--- src/rtl/imm_field_encoder_pkg.sv ---
// Shared definitions for the immediate field encoder: format codes, select
// encodings and the signed range limits each format must respect.
package imm_field_encoder_pkg;

    typedef enum logic [2:0] {
        FMT_I     = 3'd0,
        FMT_SHAMT = 3'd1,
        FMT_S     = 3'd2,
        FMT_B     = 3'd3,
        FMT_J     = 3'd4,
        FMT_U     = 3'd5
    } fmt_e;

    // Selects are ordered {type3, type2, type} to match the decode side.
    localparam logic [2:0] SEL_IS    = 3'b000;
    localparam logic [2:0] SEL_SHAMT = 3'b001;
    localparam logic [2:0] SEL_B     = 3'b010;
    localparam logic [2:0] SEL_J     = 3'b011;
    localparam logic [2:0] SEL_U     = 3'b100;

    localparam int IS_MIN    = -2048;
    localparam int IS_MAX    = 2047;
    localparam int SHAMT_MIN = 0;
    localparam int SHAMT_MAX = 31;
    localparam int B_MIN     = -4096;
    localparam int B_MAX     = 4094;
    localparam int J_MIN     = -1048576;
    localparam int J_MAX     = 1048574;

    function automatic logic in_range(logic signed [31:0] v, int lo, int hi);
        return (v >= lo) && (v <= hi);
    endfunction

endpackage

--- src/rtl/imm_field_encoder_range_check.sv ---
// Combinational legality check of an immediate against its format's signed
// range and alignment rules; unknown formats are always illegal.
module imm_range_check
    import imm_field_encoder_pkg::*;
(
    input  logic [2:0]  fmt,
    input  logic [31:0] imm,
    output logic        err
);

    logic signed [31:0] simm;
    fmt_e               fmt_code;

    assign simm     = $signed(imm);
    assign fmt_code = fmt_e'(fmt);

    always_comb begin
        err = 1'b1;
        case (fmt_code)
            FMT_I, FMT_S: err = !in_range(simm, IS_MIN, IS_MAX);
            FMT_SHAMT:    err = !in_range(simm, SHAMT_MIN, SHAMT_MAX);
            FMT_B:        err = !in_range(simm, B_MIN, B_MAX) || imm[0];
            FMT_J:        err = !in_range(simm, J_MIN, J_MAX) || imm[0];
            FMT_U:        err = (imm[11:0] != 12'd0);
            default:      err = 1'b1;
        endcase
    end

endmodule

--- src/rtl/imm_field_encoder.sv ---
// Two-stage valid/ready encoder: S1 registers the checked immediate, S2 holds
// the packed field and selects. Also keeps transfer and error statistics.
module imm_field_encoder
    import imm_field_encoder_pkg::*;
#(
    parameter int CNT_W = 16,
    parameter int ERR_W = 8
) (
    input  logic              clk,
    input  logic              reset,
    input  logic              in_valid,
    output logic              in_ready,
    input  logic [2:0]        in_fmt,
    input  logic [31:0]       in_imm,
    output logic              out_valid,
    input  logic              out_ready,
    output logic [19:0]       out_field,
    output logic              out_type,
    output logic              out_type2,
    output logic              out_type3,
    output logic              out_err,
    output logic              err_sticky,
    input  logic              clr_stats,
    output logic [CNT_W-1:0]  enc_count,
    output logic [ERR_W-1:0]  err_count
);

    logic        ready_en;
    logic        s1_v;
    logic [2:0]  s1_fmt;
    logic [31:0] s1_imm;
    logic        s1_err;
    logic        s2_v;
    logic [2:0]  out_sel;
    logic        chk_err;
    logic        s2_adv;
    logic [19:0] pk_field;
    logic [2:0]  pk_sel;

    imm_range_check u_range_check (
        .fmt (in_fmt),
        .imm (in_imm),
        .err (chk_err)
    );

    // ready_en keeps in_ready low until the first clock after reset releases.
    assign s2_adv    = !s2_v || out_ready;
    assign in_ready  = ready_en && (!s1_v || s2_adv);
    assign out_valid = s2_v;
    assign out_type  = out_sel[0];
    assign out_type2 = out_sel[1];
    assign out_type3 = out_sel[2];

    always_comb begin
        pk_field = '0;
        pk_sel   = SEL_IS;
        if (!s1_err) begin
            case (fmt_e'(s1_fmt))
                FMT_I, FMT_S: begin pk_field[11:0] = s1_imm[11:0]; pk_sel = SEL_IS;    end
                FMT_SHAMT:    begin pk_field[4:0]  = s1_imm[4:0];  pk_sel = SEL_SHAMT; end
                FMT_B:        begin pk_field[11:0] = s1_imm[12:1]; pk_sel = SEL_B;     end
                FMT_J:        begin pk_field       = s1_imm[20:1]; pk_sel = SEL_J;     end
                FMT_U:        begin pk_field       = s1_imm[31:12]; pk_sel = SEL_U;    end
                default:      begin pk_field       = '0;           pk_sel = SEL_IS;    end
            endcase
        end
    end

    always_ff @(posedge clk or posedge reset) begin
        if (reset) begin
            ready_en   <= 1'b0;
            s1_v       <= 1'b0;
            s1_fmt     <= '0;
            s1_imm     <= '0;
            s1_err     <= 1'b0;
            s2_v       <= 1'b0;
            out_field  <= '0;
            out_sel    <= '0;
            out_err    <= 1'b0;
            err_sticky <= 1'b0;
            enc_count  <= '0;
            err_count  <= '0;
        end else begin
            ready_en <= 1'b1;

            // S2 only reloads when empty or draining, so a stalled result stays put.
            if (s2_adv) begin
                s2_v <= s1_v;
                if (s1_v) begin
                    out_field <= pk_field;
                    out_sel   <= pk_sel;
                    out_err   <= s1_err;
                end
            end

            if (in_ready) begin
                s1_v <= in_valid;
                if (in_valid) begin
                    s1_fmt <= in_fmt;
                    s1_imm <= in_imm;
                    s1_err <= chk_err;
                end
            end

            if (clr_stats) begin
                enc_count  <= '0;
                err_count  <= '0;
                err_sticky <= 1'b0;
            end else if (s2_v && out_ready) begin
                enc_count <= enc_count + CNT_W'(1);
                if (out_err) begin
                    err_sticky <= 1'b1;
                    if (err_count != {ERR_W{1'b1}})
                        err_count <= err_count + ERR_W'(1);
                end
            end
        end
    end

endmodule

--- config.mk ---
export PLATFORM = sky130hd
export DESIGN_NAME = imm_field_encoder
export DESIGN_NICKNAME = d
export VERILOG_FILES = /design/src/rtl/imm_field_encoder_pkg.sv /design/src/rtl/imm_field_encoder_range_check.sv /design/src/rtl/imm_field_encoder.sv
export SDC_FILE = /design/constraint.sdc
export NUM_CORES = 1
export LEC_CHECK = 0
export BUFFER_PORTS_ARGS = -buffer_cell sky130_fd_sc_hd__buf_2
export CELL_PAD_IN_SITES_DETAIL_PLACEMENT = 1
export CELL_PAD_IN_SITES_GLOBAL_PLACEMENT = 2
export CORE_ASPECT_RATIO = 0.75
export CORE_UTILIZATION = 35
export DETAILED_ROUTE_END_ITERATION = 8
export PLACE_DENSITY = 0.84
export SYNTH_ARGS = -nofsm -noshare
export SYNTH_HDL_FRONTEND = slang
export SYNTH_SLANG_ARGS = --single-unit
--- constraint.sdc ---
create_clock -name clk -period 3.7 [get_ports clk]
set_input_delay 0.555 -clock clk [delete_from_list [all_inputs] [get_ports clk]]
set_output_delay 0.555 -clock clk [all_outputs]
set_load 0.1 [all_outputs]
==> results.py, run 1 <==
metrics = {
    "cts": {
        "tritoncts": "yes",
        "clock_sinks": 88,
        "postCtsResizedCells": 0,
        "clk_path_buf_depth": 2,
        "cts-root-buf": "clkbuf_16",
        "insertion_delay_ns": 0.34,
        "htree_levels": 3,
        "cts_buffers": 9,
        "clk_pin_slew_ns": 0.06,
        "cts_hold_repair.buffers": 0,
        "post_cts_buffers": 0,
    },
    "drt": {
        "ant_nets": 0,
        "drc": 0,
        "via_per_inst": 5.25,
        "drt-total-wl_um": 11500,
        "wl_per_cell_um": 17.9,
        "drt_iter0_markers": 172,
        "via_count": 3376,
        "dr.pass1.iters": 4,
    },
    "grt": {
        "grt_start_max_net_pins": 45,
        "grt_usage_pct": 19.7,
        "overflow": 0,
        "grt_first_pass_wirelength_um": 18800,
        "antenna_found_initial": 0,
        "grt_pass1_vias": 3499,
    },
    "timing": {
        "timing.final.crit_share_pct": 55.9,
        "period_needed_ns": 2.07,
        "rsz0062_at_grt": "no",
        "finalClockSkew_ns": 0.00670,
        "setup_tns_ns": 0,
        "max_freq_mhz": 483,
        "tightestPinTransition_ns": 0.860,
        "slew_headroom_pct": 42.7,
        "setup-violations-final": 0,
        "drv_slew": 0,
        "hold_violations": 0,
        "timing.hold.ws_ns": 0.317,
    },
    "yosys": {
        "netlist_instances": 390,
        "synthArstFlopShare_pct": 100,
        "synth_ff_type": "dfrtp_1",
        "synth_area_um2": 4250,
        "ys_seq_area_share_pct": 51.8,
        "synth_top_area_cell": "dfrtp_1",
        "synth_common_cells": "dfrtp_1 (88), mux2_2 (36), nor2_1 (30)",
        "post_synth.cell_area_avg_um2": 10.9,
        "ys_types": 46,
        "ys_ff_latch": 88,
        "synth_most_common_cell": "dfrtp_1",
        "ys_warn_count": 0,
        "syn-num-nets": 432,
        "synth_area_leaders": "dfrtp_1 (52%), mux2_2 (9.5%), mux2i_1 (3.5%)",
        "synth_edf_count": 0,
        "synth_top_cell_area_share_pct": 51.8,
    },
    "placed_design": {
        "place_congestion": 0.817,
        "dp_hpwl_um": 8750,
        "port_buffers": 90,
    },
    "setup_path": {
        "crit_path_end_kind": "output pin",
        "r2r-end": "out_field[19]",
        "critPathMaxFanout": 5,
        "worstSetupPathType": "flop to output pin",
        "r2r_cells": 2,
        "critPathRequiredTime_ns": 3.14,
        "crit_arrival_ns": 1.51,
        "r2r_start": "s1_fmt[2]",
        "reg2reg_slack_ns": 1.70,
        "crit_path_start_kind": "flop",
    },
    "layout": {
        "fin_nets": 518,
        "drive_gt1_share_pct": 32.4,
        "antenna_cells": 0,
        "area_growth_pct": 20.7,
    },
    "run": {
        "drv_cap": 0,
    },
    "min_path": {
        "hold_class": "primary input to async pin",
    },
    "die": {
        "die-area_um2": 12600,
        "die_w_um": 129,
        "initial_core_util_pct": 36.4,
        "die_h_um": 97.5,
        "fp-row-count": 34,
        "io_pins": 91,
        "core_um2": 11700,
    },
    "power_and_ir_drop": {
        "p_leak_nw": 2.36,
        "irDropWorstVdd_mv": 0.235,
        "p_per_area_nw_per_um2": 582,
    },
    "run_status": {
        "status": "finished clean",
    },
}
[power breakdown]
group,total [mW],internal [mW],leakage [nW],switching [mW]
clock,0.868,0.474,0.131,0.393
combinational,0.880,0.251,1.09,0.628
sequential,1.24,1.09,1.13,0.150
total,2.99,1.82,2.36,1.17
[sequential cells by signal (all words and copies together), names as in the netlist]
signal and cells:
out_field 20, s1_imm 32, out_err 1, err_count 8
s1_fmt 3, err_sticky 1, ready_en 1, out_valid 1
s1_err 1, enc_count 16, s1_v 1, out_sel 3
[through the flow]
stage               std cells  total power [mW]  area, µm²  util [%]  setup slack, ns
finish                    643              2.99       5130      43.9             1.63
global route              643              3.12       5130      43.9             1.56
CTS                       643              3.02       5130      43.9             1.61
detailed placement        627              2.14       4850      41.4             1.61
global placement          627              2.12       4850      41.4             1.67
floorplan                 390              1.93       4250         -            0.866
[routing by layer]
layer	wire (µm)	global-route usage (%)	up-vias
li1	-	-	1582
met1	5680	28.6	1701
met4	154	5.25	0
met5	0	0	-
met3	595	4.52	11
met2	5100	29.2	82
[worst max-delay path by stage]
| stage | start | endpoint | slack [ns] | cells after the start |
|---|---|---|---|---|
| CTS | out_valid | in_ready | 1.61 | 4 |
| global placement | out_ready | out_field[11] | 1.67 | 6 |
| finish | out_valid | in_ready | 1.63 | 4 |
| floorplan | reset | enc_count[0] | 0.87 | 1 |
| detailed placement | out_ready | out_field[6] | 1.61 | 6 |
| global route | out_valid | in_ready | 1.56 | 4 |
[worst max-delay path: stages (launching register included)]
cell,delay (ns)
dfrtp_1,0.45
nand2b_4,0.12
o21ai_0,0.10
inv_1,0.07
buf_2,0.43
[cells by family (layout without fill, tap and decap cells)]
logic type / Yosys count / count (layout) / share of synthesized area, %
simple gates: 119 / 119 / 14.4
flops: 88 / 88 / 51.8
compound gates: 82 / 82 / 13.0
mux: 51 / 51 / 13.1
buf+inv: 26 / 117 / 2.71
xor+xnor: 21 / 21 / 4.32
fa+ha+maj: 2 / 2 / 0.588
other cells: 1 / 1 / 0.0882
[cells in the final DEF, fill, tap and decap left out, drive strengths merged, types with 4 or more instances in the layout]
| master | instances |
|---|---|
| buf | 94 |
| nand4 | 12 |
| xnor2 | 10 |
| nor2 | 30 |
| a22o | 14 |
| clkbuf | 10 |
| or3 | 4 |
| xor2 | 11 |
| a22oi | 6 |
| and2 | 5 |
| nand2 | 28 |
| dfrtp | 88 |
| o22ai | 13 |
| mux2i | 15 |
| clkinv | 4 |
| nand2b | 4 |
| inv | 6 |
| nor3 | 7 |
| a21oi | 18 |
| nand3 | 7 |
| o21ai | 21 |
| mux2 | 36 |
| nor4 | 7 |
| nor2b | 6 |
[area by class of cell]
type	count	area (µm²)
timing repair buffer	94	480
fill	1314	6570
sequential	88	2200
tap	162	203
clock inverter	6	45.0
inverter	7	27.5
clock buffer	10	239
multi-input combinational	276	1940
Power figures use the tool's default switching activity.
==> run 2, diff against run 1 <==
- ABC_AREA: unset -> 1
- CORE_UTILIZATION: 35 -> 29
- PLACE_DENSITY: 0.84 -> 0.81
- clock period: 3.7 -> 1.8 ns (I/O delays scaled with it)
==> results.py, run 2 <==
metrics = {
    "run_status": {
        "status": "finished clean",
    },
    "die": {
        "fp-row-count": 38,
        "io_pins": 91,
        "die_h_um": 110,
        "die_w_um": 146,
        "core_um2": 14800,
        "initial_core_util_pct": 30.4,
        "die-area_um2": 16000,
    },
    "timing": {
        "tightestPinTransition_ns": 0.736,
        "hold_violations": 0,
        "slew_headroom_pct": 50.9,
        "rsz0062_at_grt": "yes",
        "setup-violations-final": 0,
        "max_freq_mhz": 584,
        "period_needed_ns": 1.71,
        "timing.hold.ws_ns": 0.168,
        "timing.final.crit_share_pct": 95.2,
        "drv_slew": 0,
        "finalClockSkew_ns": 0.00659,
        "layout_setup_ws_ns": 0.0863,
    },
    "setup_path": {
        "crit_path_end_kind": "output pin",
        "r2r_start": "err_count[0]",
        "startpoint": "out_valid",
        "cp-endpoint": "in_ready",
        "crit_path_start_kind": "flop",
        "r2r_cells": 8,
        "reg2reg_slack_ns": 0.09,
        "critPathRequiredTime_ns": 1.53,
        "critPathMaxFanout": 3,
        "crit_arrival_ns": 1.44,
        "worstSetupPathType": "flop to output pin",
        "r2r-end": "err_count[5]",
    },
    "grt": {
        "grt_usage_pct": 18.2,
        "grt_pass1_vias": 4245,
        "overflow": 0,
        "grt_start_max_net_pins": 46,
        "antenna_found_initial": 0,
        "grt_first_pass_wirelength_um": 22400,
    },
    "layout": {
        "largestRegisters": "s1_imm: 32 flops, out_field: 20 flops, enc_count: 16 flops",
        "largest_reg_flops": 32,
        "regMostFlops": "s1_imm",
        "fillCellCount": 1830,
        "mostFrequentLayoutCells": "nand2_1 (124), buf_2 (89), inv_1 (77), dfrtp_1 (67), nor2_1 (62)",
        "final_common_cell": "nand2_1",
        "fin_nets": 710,
        "area_growth_pct": 25.2,
        "drive_gt1_share_pct": 25.4,
        "antenna_cells": 0,
        "final_area_um2": 5620,
    },
    "yosys": {
        "synth_edf_count": 0,
        "netlist_instances": 565,
        "synth_top_area_cell": "dfrtp_1",
        "ys_types": 38,
        "synth_common_cells": "nand2_1 (126), dfrtp_1 (88), inv_1 (81)",
        "synth_top_cell_area_share_pct": 49.0,
        "synthArstFlopShare_pct": 100,
        "ys_warn_count": 0,
        "synth_ff_type": "dfrtp_1",
        "synth_area_um2": 4490,
        "ys_seq_area_share_pct": 49.0,
        "ys_ff_latch": 88,
        "post_synth.cell_area_avg_um2": 7.95,
        "synth_most_common_cell": "nand2_1",
        "syn-num-nets": 607,
        "synth_area_leaders": "dfrtp_1 (49%), nand2_1 (11%), inv_1 (6.8%)",
    },
    "drt": {
        "drt-total-wl_um": 13700,
        "drt_iter0_markers": 234,
        "via_per_inst": 4.72,
        "via_count": 4123,
        "dr.pass1.iters": 5,
        "wl_per_cell_um": 15.7,
        "ant_nets": 0,
        "drc": 0,
    },
    "cts": {
        "clk_pin_slew_ns": 0.06,
        "cts-root-buf": "clkbuf_16",
        "insertion_delay_ns": 0.34,
        "cts_buffers": 9,
        "clk_path_buf_depth": 2,
        "clock_sinks": 88,
        "htree_levels": 3,
        "tritoncts": "yes",
    },
    "power_and_ir_drop": {
        "p_per_area_nw_per_um2": 1000,
        "power_mw": 5.62,
        "irDropWorstVdd_mv": 0.512,
        "p_leak_nw": 2.79,
    },
    "placed_design": {
        "placed_area_um2": 5290,
        "place_congestion": 0.912,
        "dpl_worst_slack_ns": 0.0778,
        "dp_hpwl_um": 10900,
        "port_buffers": 90,
    },
    "min_path": {
        "hold_class": "primary input to flop",
    },
    "run": {
        "drv_cap": 0,
    },
}
-- run 2: repair_timing --
| action | CTS | global route |
|---|---|---|
| buffers inserted | 0 | 3 |
| endpoints found under the hold margin | 14 | 0 |
| endpoints found under the setup margin | 0 | 6 |
| hold buffers | 1 | 0 |
| resized for setup | 0 | 5 |
-- run 2: kinds of logic after synthesis --
group	Yosys count	share of synthesized area, %
AOI/OAI and AO/OA	134	18.5
adders and majority gates	2	0.557
DFF	88	49.0
and+or+nand+nor	240	22.5
muxes	2	0.501
buffers and inverters	98	8.83
other	1	0.0835
-- run 2: worst max-delay path, stage by stage, from the launching register on --
cell and delay, ns:
dfrtp_4 0.42, inv_2 0.04, nor2_2 0.14, nand2_1 0.08
nand2_2 0.08, clkinvlp_4 0.14, buf_12 0.19
-- run 2: power breakdown --
part | leakage [nW] | switching [mW] | total (mW) | internal, mW
clock network | 0.139 | 0.747 | 1.79 | 1.05
registers | 1.12 | 0.186 | 2.39 | 2.20
logic | 1.54 | 1.10 | 1.44 | 0.336
-- run 2: area by class of cell --
class                           count  area [µm²]  area share (%)
Inverter                           85         327            5.81
Multi-Input combinational cell    379        1910            34.0
Clock inverter                      2        12.5           0.223
Sequential cell                    88        2250            40.0
Clock buffer                       14         274            4.87
Timing Repair Buffer              105         601            10.7
Tap cell                          200         250            4.45
-- run 2: how the worst min path moves through the flow --
stage | start | endpoint | slack [ns] | cells after the start
after CTS | out_ready | out_valid | 0.16 | 2
after detailed placement | reset | enc_count[9] | 0.30 | 2
after floorplan | out_ready | out_valid | 0.37 | 1
after global routing | out_ready | out_valid | 0.20 | 2
after global placement | reset | enc_count[5] | 0.30 | 2
final | out_ready | out_valid | 0.17 | 2
-- run 2: per-stage QoR --
| step | TNS [ns] | cells | utilization [%] |
|---|---|---|---|
| after detailed placement | 0 | 853 | 35.8 |
| final | 0 | 873 | 38.0 |
| after floorplan | -10.20 | 565 | - |
| after CTS | 0 | 870 | 37.8 |
| after global routing | -0.120 | 873 | 38.0 |
| after global placement | 0 | 853 | 35.8 |
-- run 2: metal layers --
layer | up-vias | GRT usage (%) | part of all wire (%)
li1 | 2048 | - | -
met1 | 1979 | 26.7 | 55
met2 | 85 | 26.1 | 40
met3 | 11 | 4.61 | 4.4
met4 | 0 | 5.34 | 1.2
met5 | - | 0 | 0
==> run 3, diff against run 2 <==
- CORE_UTILIZATION: 29 -> 34
- PLACE_DENSITY: 0.81 -> 0.89
- clock period: 1.8 -> 2.2 ns (I/O delays scaled with it)
==> results.py, run 3 (same netlist as run 2, synthesis figures left out) <==
metrics = {
    "drt": {
        "wl_per_cell_um": 16.3,
        "drt_iter0_markers": 233,
        "via_per_inst": 5.02,
        "drc": 0,
        "dr.pass1.iters": 4,
        "drt-total-wl_um": 13500,
        "via_count": 4160,
        "ant_nets": 0,
    },
    "grt": {
        "grt_first_pass_wirelength_um": 22300,
        "grt_start_max_net_pins": 89,
        "overflow": 0,
        "grt_usage_pct": 21.4,
        "grt_pass1_vias": 4269,
        "antenna_found_initial": 0,
    },
    "min_path": {
        "hold_class": "primary input to async pin",
    },
    "setup_path": {
        "crit_arrival_ns": 1.66,
        "r2r_start": "out_valid",
        "path_cells": "inv_1 -> nor2_1 -> nand2_1 -> nand2_1 -> inv_1 -> buf_2",
        "max_stage_delay_ns": 0.49,
        "startpoint": "out_valid",
        "critPathMaxFanout": 3,
        "slowest_stage": "dfrtp_4",
        "crit_path_start_kind": "flop",
        "reg2reg_slack_ns": 0.43,
        "worstSetupPathType": "flop to output pin",
        "critPathRequiredTime_ns": 1.87,
        "crit_path_end_kind": "output pin",
    },
    "power_and_ir_drop": {
        "p_leak_nw": 2.78,
        "p_per_area_nw_per_um2": 827,
        "power_mw": 4.47,
        "irDropWorstVdd_mv": 0.458,
    },
    "timing": {
        "timing.final.crit_share_pct": 90.2,
        "tightestPinTransition_ns": 0.725,
        "slew_headroom_pct": 51.6,
        "timing.hold.ws_ns": 0.0948,
        "max_freq_mhz": 504,
        "setup-violations-final": 0,
        "finalClockSkew_ns": 0.00443,
        "drv_slew": 0,
        "rsz0062_at_grt": "no",
        "period_needed_ns": 1.99,
        "hold_violations": 0,
        "layout_setup_ws_ns": 0.215,
    },
    "die": {
        "fp-row-count": 35,
        "die-area_um2": 13700,
        "io_pins": 91,
        "core_um2": 12600,
        "die_w_um": 135,
        "die_h_um": 102,
        "initial_core_util_pct": 35.7,
    },
    "layout": {
        "final_common_cell": "nand2_1",
        "largest_reg_flops": 32,
        "mostFrequentLayoutCells": "nand2_1 (125), buf_2 (90), dfrtp_1 (86), inv_1 (80), nor2_1 (64)",
        "largestRegisters": "s1_imm: 32 flops, out_field: 20 flops, enc_count: 16 flops",
        "drive_gt1_share_pct": 20.5,
        "antenna_cells": 0,
        "final_cells": 828,
        "fin_nets": 700,
        "area_growth_pct": 20.2,
        "regMostFlops": "s1_imm",
    },
    "placed_design": {
        "dp_hpwl_um": 10600,
        "port_buffers": 90,
        "dpl_worst_slack_ns": 0.440,
        "place_congestion": 0.841,
        "dpl.cell_count": 813,
    },
    "cts": {
        "tritoncts": "yes",
        "clock_sinks": 88,
        "htree_levels": 3,
        "postCtsResizedCells": 0,
        "insertion_delay_ns": 0.34,
        "post_cts_buffers": 0,
        "clk_path_buf_depth": 2,
        "cts_hold_repair.buffers": 0,
        "clk_pin_slew_ns": 0.06,
        "cts-root-buf": "clkbuf_16",
        "cts_buffers": 9,
    },
    "run_status": {
        "status": "finished clean",
    },
    "run": {
        "drv_cap": 0,
    },
}
[run 3: cell count changes in the layout (fill, tap and decap cells not counted), moves of 3 or more]
cell / delta
buf_4: -8
clkbuf_8: -3
clkinv_2: +4
dfrtp_1: +19
dfrtp_2: -12
dfrtp_4: -7
inv_1: +3
[run 3: metal layers]
metal / track usage, % / wire length (µm)
met5: 0 / 0
met4: 5.70 / 143
met2: 32.6 / 5840
met1: 30.8 / 6900
met3: 4.80 / 591
[run 3: area by class of cell]
cell class,count,area (µm²)
Clock inverter,5,25.0
Inverter,85,323
Clock buffer,10,229
Multi-Input combinational cell,379,1900
Sequential cell,88,2210
Tap cell,166,208
Fill cell,1592,7170
Timing Repair Buffer,95,513
[run 3: path summary, 6_finish.rpt]
kind | to | cells after the start
setup / recovery | in_ready | 6
hold / removal | enc_count[4] | 3
setup reg to reg | out_field[6] | 7
hold reg to reg | s1_imm[29] | 2
max in group asynchronous | s1_err | 3
min in group clk | out_valid | 2
[run 3: power by group]
group / internal (mW) / switching, mW
clock network: 0.749 / 0.624
logic: 0.256 / 0.884
registers: 1.79 / 0.162
total: 2.80 / 1.67
[run 3: worst max-delay path, delay by kind of cell (launching register included)]
| family | cells | cell delay [ns] |
|---|---|---|
| buffers and inverters | 3 | 0.65 |
| and+or+nand+nor | 3 | 0.17 |
| DFF | 1 | 0.49 |
[run 3: through the flow]
stage | cell area (µm²) | util, % | setup TNS, ns
after global placement | 5150 | 40.9 | 0
after detailed placement | 5150 | 40.9 | 0
after CTS | 5400 | 43.0 | 0
after floorplan | 4500 | - | -1.19
after global routing | 5400 | 43.0 | 0
final | 5400 | 43.0 | 0
